File: src/rtl/pc_update_ras_if.sv
// ============================================================================
// pc_update_ras_if : instruction-result inputs and PC/RAS status outputs
// Rev 1.0
// ============================================================================
`default_nettype none

interface pc_update_ras_if #(
   parameter int ADDR_W = 64,
   parameter int CNT_W  = 4
);
   logic              upd_valid;
   logic              stall;
   logic [3:0]        icode;
   logic              cnd;
   logic [ADDR_W-1:0] valC;
   logic [ADDR_W-1:0] valM;
   logic [ADDR_W-1:0] valP;
   logic [ADDR_W-1:0] pc;
   logic [1:0]        stat;
   logic [ADDR_W-1:0] ras_pred;
   logic              ras_pred_valid;
   logic              ras_mispredict;
   logic              ras_overflow;
   logic [CNT_W-1:0]  ras_count;

   modport master (
      output upd_valid, stall, icode, cnd, valC, valM, valP,
      input  pc, stat, ras_pred, ras_pred_valid, ras_mispredict, ras_overflow, ras_count
   );

   modport slave (
      input  upd_valid, stall, icode, cnd, valC, valM, valP,
      output pc, stat, ras_pred, ras_pred_valid, ras_mispredict, ras_overflow, ras_count
   );
endinterface

`default_nettype wire

File: src/rtl/pc_update_ras.sv
// ============================================================================
// pc_update_ras : Y86-64 PC update with RUN/HALT/ERR status and return stack
// Rev 1.0
// ============================================================================
`default_nettype none

module pc_update_ras #(
   parameter int              ADDR_W    = 64,
   parameter logic [ADDR_W-1:0] RESET_PC = '0,
   parameter int              RAS_DEPTH = 8,
   parameter int              CNT_W     = $clog2(RAS_DEPTH) + 1
) (
   input wire             clk,
   input wire             rst_n,
   pc_update_ras_if.slave bus
);

   localparam int PTR_W = $clog2(RAS_DEPTH);

   typedef enum logic [1:0] {
      ST_RUN  = 2'b00,
      ST_HALT = 2'b01,
      ST_ERR  = 2'b10
   } stat_e;

   stat_e             stat_q, stat_d;
   logic [ADDR_W-1:0] pc_q, pc_d;
   logic [PTR_W-1:0]  top_q, top_d;
   logic [CNT_W-1:0]  cnt_q, cnt_d;
   logic              misp_q, misp_d;
   logic              ovf_q, ovf_d;
   logic [ADDR_W-1:0] ras_q [RAS_DEPTH];

   logic upd;
   logic push;
   logic full;

   assign upd  = bus.upd_valid & ~bus.stall & (stat_q == ST_RUN);
   assign full = (cnt_q == CNT_W'(RAS_DEPTH));

   always_ff @(posedge clk or negedge rst_n) begin
      if (!rst_n) begin
         stat_q <= ST_RUN;
         pc_q   <= RESET_PC;
         top_q  <= '0;
         cnt_q  <= '0;
         misp_q <= 1'b0;
         ovf_q  <= 1'b0;
      end else begin
         stat_q <= stat_d;
         pc_q   <= pc_d;
         top_q  <= top_d;
         cnt_q  <= cnt_d;
         misp_q <= misp_d;
         ovf_q  <= ovf_d;
      end
   end

   // Stack contents carry no reset; validity is tracked by cnt_q alone.
   always_ff @(posedge clk) begin
      if (push) begin
         ras_q[top_d] <= bus.valP;
      end
   end

   always_comb begin
      stat_d = stat_q;
      pc_d   = pc_q;
      top_d  = top_q;
      cnt_d  = cnt_q;
      misp_d = 1'b0;
      ovf_d  = ovf_q;
      push   = 1'b0;
      if (upd) begin
         case (bus.icode)
            4'h0: stat_d = ST_HALT;
            4'h7: pc_d = bus.cnd ? bus.valC : bus.valP;
            4'h8: begin
               pc_d  = bus.valC;
               push  = 1'b1;
               top_d = top_q + PTR_W'(1);
               if (full) begin
                  ovf_d = 1'b1;
               end else begin
                  cnt_d = cnt_q + CNT_W'(1);
               end
            end
            4'h9: begin
               pc_d = bus.valM;
               if (cnt_q != '0) begin
                  misp_d = (ras_q[top_q] != bus.valM);
                  top_d  = top_q - PTR_W'(1);
                  cnt_d  = cnt_q - CNT_W'(1);
               end else begin
                  misp_d = 1'b1;
               end
            end
            4'hC, 4'hD, 4'hE, 4'hF: stat_d = ST_ERR;
            default: pc_d = bus.valP;
         endcase
      end
   end

   assign bus.pc             = pc_q;
   assign bus.stat           = stat_q;
   assign bus.ras_pred       = ras_q[top_q];
   assign bus.ras_pred_valid = (cnt_q != '0);
   assign bus.ras_mispredict = misp_q;
   assign bus.ras_overflow   = ovf_q;
   assign bus.ras_count      = cnt_q;

endmodule

`default_nettype wire
File: src/flat_wrapper.sv
// flat-port wrapper written by rule: the top's interface ports become plain ports
module pc_update_ras_flat 
#(
   parameter int              ADDR_W    = 64,
   parameter logic [ADDR_W-1:0] RESET_PC = '0,
   parameter int              RAS_DEPTH = 8,
   parameter int              CNT_W     = $clog2(RAS_DEPTH) + 1
)
  (clk, rst_n, bus_upd_valid, bus_stall, bus_icode, bus_cnd, bus_valC, bus_valM, bus_valP, bus_pc, bus_stat, bus_ras_pred, bus_ras_pred_valid, bus_ras_mispredict, bus_ras_overflow, bus_ras_count);
  pc_update_ras_if #(.ADDR_W(ADDR_W), .CNT_W(CNT_W)) bus_i ();
  input wire clk;
  input wire rst_n;
  input wire logic [$bits(bus_i.upd_valid)-1:0] bus_upd_valid;
  input wire logic [$bits(bus_i.stall)-1:0] bus_stall;
  input wire logic [$bits(bus_i.icode)-1:0] bus_icode;
  input wire logic [$bits(bus_i.cnd)-1:0] bus_cnd;
  input wire logic [$bits(bus_i.valC)-1:0] bus_valC;
  input wire logic [$bits(bus_i.valM)-1:0] bus_valM;
  input wire logic [$bits(bus_i.valP)-1:0] bus_valP;
  output wire logic [$bits(bus_i.pc)-1:0] bus_pc;
  output wire logic [$bits(bus_i.stat)-1:0] bus_stat;
  output wire logic [$bits(bus_i.ras_pred)-1:0] bus_ras_pred;
  output wire logic [$bits(bus_i.ras_pred_valid)-1:0] bus_ras_pred_valid;
  output wire logic [$bits(bus_i.ras_mispredict)-1:0] bus_ras_mispredict;
  output wire logic [$bits(bus_i.ras_overflow)-1:0] bus_ras_overflow;
  output wire logic [$bits(bus_i.ras_count)-1:0] bus_ras_count;
  assign bus_i.upd_valid = bus_upd_valid;
  assign bus_i.stall = bus_stall;
  assign bus_i.icode = bus_icode;
  assign bus_i.cnd = bus_cnd;
  assign bus_i.valC = bus_valC;
  assign bus_i.valM = bus_valM;
  assign bus_i.valP = bus_valP;
  assign bus_pc = bus_i.pc;
  assign bus_stat = bus_i.stat;
  assign bus_ras_pred = bus_i.ras_pred;
  assign bus_ras_pred_valid = bus_i.ras_pred_valid;
  assign bus_ras_mispredict = bus_i.ras_mispredict;
  assign bus_ras_overflow = bus_i.ras_overflow;
  assign bus_ras_count = bus_i.ras_count;
  pc_update_ras #(.ADDR_W(ADDR_W), .RESET_PC(RESET_PC), .RAS_DEPTH(RAS_DEPTH), .CNT_W(CNT_W)) u_core (.clk(clk), .rst_n(rst_n), .bus(bus_i));
endmodule
File: config.mk
export PLATFORM = sky130hd
export DESIGN_NAME = pc_update_ras_flat
export DESIGN_NICKNAME = d
export VERILOG_FILES = /design/src/rtl/pc_update_ras_if.sv /design/src/rtl/pc_update_ras.sv /design/src/flat_wrapper.sv
export SDC_FILE = /design/constraint.sdc
export NUM_CORES = 1
export LEC_CHECK = 0
export CORE_MARGIN = 1.5
export CORE_UTILIZATION = 55
export DETAILED_ROUTE_END_ITERATION = 6
export PLACE_DENSITY = 0.8
export REMOVE_ABC_BUFFERS = 1
export SYNTH_ARGS = -nofsm -noshare
export SYNTH_HDL_FRONTEND = slang
export SYNTH_SLANG_ARGS = --single-unit
export TNS_END_PERCENT = 20
File: constraint.sdc
create_clock -name clk -period 8.3 [get_ports clk]
set_input_delay 1.66 -clock clk [delete_from_list [all_inputs] [get_ports clk]]
set_output_delay 1.66 -clock clk [all_outputs]
set_load 0.01 [all_outputs]
# Word level (Yosys, flattened, before mapping)
# Memory sizes are Yosys's and may differ from the RTL's.
# Cells that the tools add are included.
[classes]
n_addsub = 4
reduce_logical = 11
n_bitwise = 4
eq_ne = 11
muxes = 16
[op_table]
columns = ["operator", "count"]
rows = [
  ["64-bit case mux with 4 select lines", 1],
  ["64-bit 2-to-1 mux", 1],
  ["64-bit != test", 1],
  ["4-bit equality test, second input constant", 7],
  ["4-bit 2-to-1 mux", 2],
  ["4-bit case mux with 2 select lines", 1],
  ["1-bit 2-to-1 mux", 7],
  ["3-bit 2-to-1 mux", 2],
  ["3-bit case mux with 2 select lines", 1],
  ["5-bit OR reduction", 1],
  ["4-bit by 1-bit adder with 4-bit output, second input constant", 1],
  ["4-bit by 3-bit equality test with 1-bit output, second input constant", 1],
  ["4-bit zero test", 1],
  ["2-bit != test, second input constant", 2],
  ["2-bit case mux with 2 select lines", 1],
  ["2-bit AND reduction", 2],
  ["4-bit AND reduction", 1],
  ["2-bit nonzero test", 2],
  ["4-bit nonzero test", 1],
  ["4-bit OR reduction", 1],
  ["4-bit by 1-bit subtractor with 4-bit output, second input constant", 1],
  ["3-bit by 1-bit adder with 3-bit output, second input constant", 1],
  ["3-bit AND reduction", 1],
  ["3-bit by 1-bit subtractor with 3-bit output, second input constant", 1],
  ["3 further kinds", 5],
]
[word_totals]
n_memories = 1
ramBits = 512
register_bits = 75
word_cells = 53
[memory_table]
columns = ["memory", "words", "width", "read_ports", "rd_clocked_by_memory_dff", "write_ports", "line_no", "text"]
rows = [
  ["u_core.ras_q", 8, 64, 1, 0, 1, "pc_update_ras.sv:32", "logic [ADDR_W-1:0] ras_q [RAS_DEPTH];"],
]

# Depth between registers and ports, before layout
# Gate-level depths: netlist of the first run.
[depth]
ltp_word = 6
depth_mapped = 12

# Worst setup path after synthesis of the first run
# No wires, ideal clock.
[synth_timing]
kind = "input to register"
startpoint = "input bus_stall"
endpoint = "memory u_core.ras_q[3][0], enable pin"
stages = 6
path_buffers = 0
arrival_ps = 7375
slack_ps = 360
required_time_ps = 7735
cell_sequence = "nor4b_1 nand3_1 a21oi_1 xnor2_1 inv_1 nor3_1"
[synth_between]
word_cells_on_any_way = 7
[synth_lines]
columns = ["element", "line_no", "text"]
rows = [
  ["start, declared", "flat_wrapper.sv:14", "input wire logic [$bits(bus_i.stall)-1:0] bus_stall;"],
  ["1-bit NOT", "pc_update_ras.sv:38", "assign upd = bus.upd_valid & ~bus.stall & (stat_q == ST_RUN);"],
  ["1-bit bitwise AND (2 in a row)", "pc_update_ras.sv:38", ""],
  ["3-bit 2-to-1 mux", "pc_update_ras.sv:74", "if (upd) begin"],
  ["via u_core.top_d[2]", "pc_update_ras.sv:28", "logic [PTR_W-1:0] top_q, top_d;"],
  ["end, declared", "pc_update_ras.sv:32", ""],
]
# The timed path passes the listed nets, and every way through them passes these cells.

# Worst setup path after layout of the first run
[layout_timing]
startpoint = "register u_core.top_q[1]"
endpoint = "output bus_ras_pred[9]"
[layout_between]
elab_chain_len = 1
[layout_lines]
columns = ["element", "line_no", "text"]
rows = [
  ["start, declared", "pc_update_ras.sv:28", ""],
  ["start signal, assigned", "pc_update_ras.sv:52", "top_q <= top_d;"],
  ["memory 8 x 64 bit", "--", ""],
  ["end, declared", "flat_wrapper.sv:22", "output wire logic [$bits(bus_i.ras_pred)-1:0] bus_ras_pred;"],
]
# No other way between the ends.

==> results.yml, run 1 <==
route:
  wl_microns: 59200
  vias: 13900
  drt_iter0_drc: 1638
  drc: 4
  postRouteAntennaNets: 0
  routedWlPerCell_microns: 26.1
  firstDrtPassIters: 7
  avgViaCountPerCell: 6.15
job:
  cap_violations: 0
critical_path:
  cp.required_ns: 6.64
  crit_type: "reg -> out"
  start_kind: "flop"
  rr_startpoint: "u_core.top_q[0]"
  slowest_delay_ns: 0.78
  cp-end-kind: "primary output"
  critPathMaxFanout: 46
  reg2reg_to: "u_core.ras_q[2][54]"
  path_cells: "buf_4, nor2_2, a22o_1, a221oi_1, clkdlybuf4s50_1"
  ff2ff_setup_slack_ns: 2.95
  worst_path_max_delay_cell: "dfrtp_4"
  cp.arrival_ns: 4.17
  rr_worst_depth: 9
power_and_ir_drop:
  ir_drop_v: 0.000245
  p_leak_nw: 10.3
  p_per_area_nw_per_um2: 296
logic_synthesis:
  yosysWarningCount: 0
  synthDistinctLibCells: 52
  synth_edf_count: 512
  ys_seq_area_share_pct: 72.4
  synthCells: 1297
  synth.cell_area_sq_um: 23800
  async_flop_share_pct: 12.8
  postSynthAreaPerCell_sq_um: 18.4
  synthFlopType: "edfxtp_1"
  synth.ff_latch_count: 587
run_status:
  outcome: "finished, violations left"
  violations: "DRC"
final_layout:
  multi_input_area_sq_um: 6150
  layout-drive-gt1-share_pct: 14.0
  fillerInstances: 2712
  area_delta_synth_final_pct: 24.3
  final_common_cell: "edfxtp_1"
  fin_util_pct: 69.0
  mostFrequentLayoutCells: "edfxtp_1 (512), clkdlybuf4s50_1 (336), mux2i_1 (80), nand2_1 (79)"
  instances_no_fill: 2267
  final_nets: 1840
  regArea_sq_um: 17300
clock_network:
  clk_pin_slew_worst_paths_ns: 0.06
  hold_buffers: 0
  post_cts_buffers: 0
  root_buffer: "clkbuf_16"
  clock_latency_ns: 0.60
  cts_htree_levels: 2
  cts_tree: "done"
  max-clock-path-buffers: 3
  ctsResizeCount: 0
  clock_sinks: 587
  cts_buffers: 57
sta:
  slew_headroom_pct: 26.7
  finalHoldViolCount: 0
  finalSetupViolCount: 0
  report.final.slew_viol_count: 0
  skew_ns: 0.0132
  tightest_slew_ns: 1.10
  max_freq_mhz: 171
  hold_slack_ns: 0.478
  period_share_pct: 70.3
  fin_crit_ns: 5.83
  rsz0062_at_grt: "false"
placement:
  hpwl_microns: 35000
  dp_cells: 2160
  place.port_buffers: 337
  gp_congestion: 0.778
worst_hold_path:
  hold_depth: 2
  min_from: "u_core.bus.pc[30]"
  whs_endpoint: "u_core.bus.pc[30]"
  min_path_type: "reg -> reg"
floorplanning:
  die_w_microns: 211
  core_sq_um: 42900
  die_area_sq_um: 44600
  fp.dieH_microns: 211
  row_count: 76
  io_pins: 338
  start_util_pct: 55.5
global_route:
  grt_start_max_net_pins: 73
  antenna_found_initial: 2
  grt_overflow: 0
  grt.total_usage_pct: 26.9
  grt_pass1_wl_microns: 88100
  grt_pass1_vias: 14300
-- through the flow --
step	setup slack (ns)	power [W]	TNS, ns	area [sq um]
2_1_floorplan	-4.83	0.00518	-1501.16	23300
3_3_place_gp	2.38	0.00615	0	27700
3_5_place_dp	2.24	0.00620	0	27700
4_1_cts	2.44	0.00883	0	29600
5_1_grt	2.22	0.00911	0	29600
6_report	2.47	0.00876	0	29600
-- registers in the layout (all words and copies together) (netlist names) --
register                   cells
u_core.ras_q                 512
u_core.bus.ras_mispredict      1
u_core.top_q                   3
u_core.bus.ras_overflow        1
u_core.bus.pc                 64
u_core.bus.ras_count           4
u_core.bus.stat                2
-- routing by layer --
layer | share of wire (%) | vias up | GRT usage [%]
li1 | - | 6008 | -
met1 | 39 | 7129 | 36.3
met2 | 50 | 711 | 44.1
met3 | 8.0 | 99 | 4.91
met4 | 2.9 | 2 | 9.80
met5 | 0.014 | - | 0
-- cell usage after synthesis, drive strengths merged (4+ instances only) --
master	count	area share [%]
clkbuf	42	0.69
nand3	7	0.15
nand2	80	1.3
a222oi	64	2.7
inv	6	0.095
nand4	11	0.29
nor3	4	0.084
xor2	18	0.66
buf	36	1.3
edfxtp	512	65
a21oi	4	0.084
or3	7	0.18
ha	4	0.21
mux2i	80	3.4
a221oi	21	0.80
xnor2	42	1.6
nor2	30	0.47
nor4	7	0.18
o21ai	75	1.6
a22o	19	0.70
mux2	35	1.7
mux4	88	8.5
nor2b	7	0.18
dfrtp	75	7.9
-- critical path: cells and delay by family (launching register included) --
family	cells	cell delay, ns
compound gates	2	0.97
buf+inv	2	1.38
flops	1	0.78
simple gates	1	0.36
-- final cells by class --
type	count	area share, %
inverter	7	0.0888
multi-input combinational	625	20.8
tap	585	2.47
sequential	587	58.3
timing repair buffer	356	11.9
clock inverter	37	1.37
antenna	1	0.00846
clock buffer	69	5.04
-- worst max-delay path by stage --
stage | from | to | slack [ns] | cells after the start
2_1_floorplan | u_core.top_q[0] | u_core.ras_q[3][0] | -4.83 | 1
3_3_place_gp | bus_stall | u_core.ras_q[2][56] | 2.38 | 8
3_5_place_dp | bus_stall | u_core.ras_q[2][32] | 2.24 | 8
4_1_cts | u_core.top_q[0] | bus_ras_pred[37] | 2.44 | 5
5_1_grt | u_core.top_q[0] | bus_ras_pred[63] | 2.22 | 5
6_report | u_core.top_q[1] | bus_ras_pred[9] | 2.47 | 5
-- where the power goes --
part / internal (W) / switching, W / total (W) / leakage, nW
clock network: 0.00153 / 0.00109 / 0.00262 / 0.926
logic: 0.00138 / 0.00126 / 0.00264 / 3.78
registers: 0.00334 / 0.000160 / 0.00350 / 5.54
total: 0.00625 / 0.00251 / 0.00876 / 10.3
-- kinds of logic (layout without fill, tap and decap cells) --
logic type,count (synthesis),in the layout,synth area share (%)
compound gates,192,192,6.13
other cells,0,1,0
flops,587,587,72.4
simple gates,165,165,3.18
fa+ha+maj,5,5,0.294
mux,203,203,13.6
buf+inv,85,469,2.13
xor+xnor,60,60,2.24
Note: power is estimated with default switching activity, not from simulation.
==> run 2: changes to the inputs <==
==> constraint.sdc (replaced) <==
create_clock -name clk -period 5.5 [get_ports clk]
set_input_delay 1.1 -clock clk [delete_from_list [all_inputs] [get_ports clk]]
set_output_delay 1.1 -clock clk [all_outputs]
set_load 0.01 [all_outputs]
==> results.yml, run 2 (synthesized netlist as in run 1, its figures left out) <==
run_status:
  outcome: "finished, violations left"
  violations: "DRC"
final_layout:
  layout-drive-gt1-share_pct: 14.6
  largest-register: "u_core.ras_q"
  final_nets: 1850
  final_common_cell: "edfxtp_1"
  largest_reg_flops: 512
  mostFrequentLayoutCells: "edfxtp_1 (512), clkdlybuf4s50_1 (336), mux2i_1 (80), nand2_1 (79)"
  instances_no_fill: 2278
  diodes: 0
  fillerInstances: 2687
  area_delta_synth_final_pct: 25.5
clock_network:
  cts_tree: "done"
  clock_sinks: 587
  clock_latency_ns: 0.62
  cts_htree_levels: 2
  root_buffer: "clkbuf_16"
  cts_buffers: 57
  clk_pin_slew_worst_paths_ns: 0.06
  hold_buffers: 0
  post_cts_buffers: 0
  ctsResizeCount: 0
  max-clock-path-buffers: 3
global_route:
  grt.total_usage_pct: 26.7
  grt_overflow: 0
  antenna_found_initial: 4
  grt_pass1_vias: 14300
  grt_pass1_wl_microns: 87100
  grt_start_max_net_pins: 65
floorplanning:
  row_count: 76
  io_pins: 338
  die_w_microns: 211
  fp.dieH_microns: 211
  start_util_pct: 55.5
  die_area_sq_um: 44600
  core_sq_um: 42900
power_and_ir_drop:
  p_per_area_nw_per_um2: 448
  p_leak_nw: 10.4
  ir_drop_v: 0.000275
sta:
  tightest_slew_ns: 1.17
  finalSetupViolCount: 0
  period_share_pct: 88.4
  report.final.slew_viol_count: 0
  max_freq_mhz: 206
  worst_slack_ns: 0.636
  fin_crit_ns: 4.86
  slew_headroom_pct: 21.9
  finalHoldViolCount: 0
  rsz0062_at_grt: "false"
  fin_tns_setup_ns: 0
  skew_ns: 0.0226
  hold_slack_ns: 0.479
critical_path:
  cp.required_ns: 4.40
  cp-end-kind: "primary output"
  crit_type: "reg -> out"
  start_kind: "flop"
  cp.arrival_ns: 3.76
  critPathMaxFanout: 58
route:
  vias: 14000
  firstDrtPassIters: 7
  wl_microns: 59500
  drc: 12
  postRouteAntennaNets: 0
  routedWlPerCell_microns: 26.1
  drt_iter0_drc: 1549
  avgViaCountPerCell: 6.16
job:
  cap_violations: 0
placement:
  place.port_buffers: 337
  dp_cells: 2170
  dp_slack_ns: 0.988
  gp_congestion: 0.761
  hpwl_microns: 35300
worst_hold_path:
  min_path_type: "reg -> reg"
## run 2: cell types whose count changed in the layout (fill, tap and decap cells not counted), sizes merged
cell	change
buf	+10
bufinv	+2
clkbuf	+5
clkinv	-1
clkinvlp	-1
diode	-1
inv	-3
## run 2: worst max-delay path: stages, from the launching register on
cell and delay, ns:
dfrtp_4 1.17, buf_4 0.40, mux2i_1 0.11, a22o_1 0.24, a221oi_1 0.54, clkdlybuf4s50_1 0.66
## run 2: cell type report
| type | count | area (sq um) | share of cell area, % |
|---|---|---|---|
| repair buffers | 366 | 3730 | 12.5 |
| inverters | 7 | 26.3 | 0.0879 |
| clock buffers | 74 | 1560 | 5.23 |
| multi-input cells | 625 | 6150 | 20.6 |
| clock inverters | 34 | 427 | 1.43 |
| flip-flops and latches | 587 | 17300 | 57.8 |
| well taps | 585 | 732 | 2.45 |
## run 2: report_power, final
part / internal, W / switching (W) / total, W
clock network: 0.00247 / 0.00163 / 0.00410
logic: 0.00211 / 0.00184 / 0.00395
registers: 0.00504 / 0.000307 / 0.00535
## run 2: layer usage
metal  up-vias  global-route usage [%]  share of wire, %
met5         -                       0             0.091
met3       103                    4.85               7.5
li1       6033                       -                 -
met2       639                    44.9                50
met1      7239                    35.7                39
met4         8                    8.79               2.5
## run 2: path summary, 6_finish.rpt
path                            cells after the start                      end  slack [ns]                    start
worst max-delay path                                5          bus_ras_pred[7]        0.64          u_core.top_q[0]
worst min-delay path                                1  u_core.bus.ras_overflow        0.48  u_core.bus.ras_overflow
worst max register to register                      8      u_core.ras_q[0][37]        1.11          u_core.top_q[1]
worst min register to register                      1  u_core.bus.ras_overflow        0.48  u_core.bus.ras_overflow
max in group asynchronous                           2        u_core.bus.pc[22]        3.97                    rst_n
min in group asynchronous                           1        u_core.bus.pc[44]        0.50                    rst_n
## run 2: metrics by stage
stage | util [%] | power (W) | area (sq um)
2_1_floorplan | - | 0.00782 | 23300
3_3_place_gp | 65.0 | 0.00930 | 27900
3_5_place_dp | 65.0 | 0.00938 | 27900
4_1_cts | 69.7 | 0.0135 | 29900
5_1_grt | 69.7 | 0.0139 | 29900
6_report | 69.7 | 0.0134 | 29900
==> run 3: changes to the inputs <==
==> constraint.sdc (replaced) <==
create_clock -name clk -period 5.5 [get_ports clk]
set_input_delay 0.55 -clock clk [delete_from_list [all_inputs] [get_ports clk]]
set_output_delay 0.55 -clock clk [all_outputs]
set_load 0.01 [all_outputs]
==> results.yml, run 3 (synthesized netlist as in run 1, its figures left out) <==
route:
  drc: 2
  firstDrtPassIters: 7
  routed.top_layer: "met5"
  wl_microns: 59500
  postRouteAntennaNets: 0
  met3_length_microns: 4820
  avgViaCountPerCell: 6.21
  met1Wirelength_microns: 23700
  drt_iter0_drc: 1541
  wl_met2_microns: 29500
  vias: 14200
  routedWlPerCell_microns: 26.1
final_layout:
  instances_no_fill: 2280
  diodes: 0
  stdcell_area_sq_um: 29700
  largest-register: "u_core.ras_q"
  area_delta_synth_final_pct: 24.7
  largest_reg_flops: 512
  mostFrequentLayoutCells: "edfxtp_1 (512), clkdlybuf4s50_1 (336), mux2i_1 (80), nand2_1 (79)"
  layout-drive-gt1-share_pct: 14.3
  final_common_cell: "edfxtp_1"
  final_nets: 1852
clock_network:
  cts_tree: "done"
  ctsResizeCount: 0
  post_cts_buffers: 0
  cts_buffers: 57
  hold_buffers: 1
  clk_pin_slew_worst_paths_ns: 0.06
  cts_htree_levels: 2
  max-clock-path-buffers: 3
  clock_latency_ns: 0.61
  clock_sinks: 587
  root_buffer: "clkbuf_16"
floorplanning:
  start_util_pct: 55.5
  io_pins: 338
  row_count: 76
  core_sq_um: 42900
  die_area_sq_um: 44600
  fp.dieH_microns: 211
  die_w_microns: 211
job:
  cap_violations: 0
critical_path:
  slowest_delay_ns: 1.13
  path_cells: "buf_4, buf_4, mux4_2, nor2_1, a221oi_1, clkdlybuf4s50_1"
  worst_path_max_delay_cell: "dfrtp_4"
  start_kind: "flop"
  critPathMaxFanout: 57
  ff2ff_setup_slack_ns: 1.30
  cp_num_buf_inv: 3
  cp.depth: 6
  crit_type: "reg -> out"
  rr_worst_depth: 8
  crit_family: "buffers and inverters"
  rr_startpoint: "u_core.top_q[0]"
  cp-end-kind: "primary output"
  reg2reg_to: "u_core.bus.ras_mispredict"
  cp.arrival_ns: 4.20
  path_common_cell: "buf_4"
  cp.required_ns: 4.95
placement:
  dp_cells: 2171
  gp_congestion: 0.773
  hpwl_microns: 36300
  place_area_sq_um: 27800
  place.port_buffers: 337
global_route:
  grt_overflow: 0
  antenna_found_initial: 2
  grt_start_max_net_pins: 76
  grt.total_usage_pct: 26.8
  grt_pass1_vias: 14600
  grt_pass1_wl_microns: 88200
run_status:
  violations: "DRC"
  outcome: "finished, violations left"
sta:
  max_freq_mhz: 211
  finalSetupViolCount: 0
  fin_crit_ns: 4.75
  tightest_slew_ns: 1.07
  report.final.slew_viol_count: 0
  finalHoldViolCount: 0
  fin_tns_setup_ns: 0
  skew_ns: 0.0187
  slew_headroom_pct: 28.8
  period_share_pct: 86.3
  rsz0062_at_grt: "false"
power_and_ir_drop:
  p_per_area_nw_per_um2: 442
  ir_drop_v: 0.000265
  p_leak_nw: 10.3
worst_hold_path:
  min_path_type: "in -> async"
-- run 3: cell types whose count changed in the layout (fill, tap and decap cells not counted), moves of 3 or more --
cell,previous run,this run
buf_4,19,26
bufinv_16,10,3
buf_12,11,5
clkbuf_8,3,8
clkbuf_1,12,16
clkinv_2,10,7
-- run 3: layout make-up --
| class | count | area (sq um) |
|---|---|---|
| flip-flops and latches | 587 | 17300 |
| fillers | 2653 | 13200 |
| multi-input cells | 625 | 6150 |
| repair buffers | 368 | 3670 |
| clock buffers | 83 | 1650 |
| well taps | 585 | 732 |
| clock inverters | 25 | 201 |
| inverters | 7 | 26.3 |
-- run 3: metrics by stage --
step | setup WS [ns] | total power [W] | utilization (%) | hold WS [ns]
after detailed placement | 1.20 | 0.00936 | 64.9 | 0.471
after global placement | 1.26 | 0.00928 | 64.9 | 0.460
after global routing | 0.537 | 0.0136 | 69.2 | 0.498
after floorplan | -7.63 | 0.00782 | - | 0.254
after CTS | 0.659 | 0.0132 | 69.2 | 0.486
final | 0.754 | 0.0131 | 69.2 | 0.468
-- run 3: where the power goes --
| group | internal [W] | switching [W] | leakage, nW |
|---|---|---|---|
| combinational | 0.00208 | 0.00184 | 3.86 |
| sequential | 0.00504 | 0.000319 | 5.54 |
| clock | 0.00221 | 0.00162 | 0.901 |
| total | 0.00934 | 0.00377 | 10.3 |
-- run 3: worst max-delay path by stage --
stage / start / end / slack (ns)
2_1_floorplan: u_core.top_q[0] / u_core.ras_q[3][0] / -7.63
3_5_place_dp: bus_stall / u_core.ras_q[0][44] / 1.20
6_report: u_core.top_q[0] / bus_ras_pred[20] / 0.75
3_3_place_gp: bus_stall / u_core.ras_q[0][20] / 1.26
4_1_cts: u_core.top_q[0] / bus_ras_pred[20] / 0.66
5_1_grt: u_core.top_q[0] / bus_ras_pred[20] / 0.54
-- run 3: layer usage --
| metal | track usage [%] | vias up |
|---|---|---|
| met2 | 44.0 | 750 |
| met4 | 8.72 | 4 |
| met3 | 4.77 | 89 |
| li1 | - | 6037 |
| met1 | 36.7 | 7273 |
| met5 | 0 | - |
-- run 3: worst register-to-register path, stage by stage, from the launching register on --
cell     delay [ns]
dfrtp_4        1.13
buf_4          0.67
mux4_1         0.67
nor2b_1        0.20
or3_1          0.14
nand4_1        0.10
or4_1          0.59
nor4_1         0.41
a31oi_1        0.15
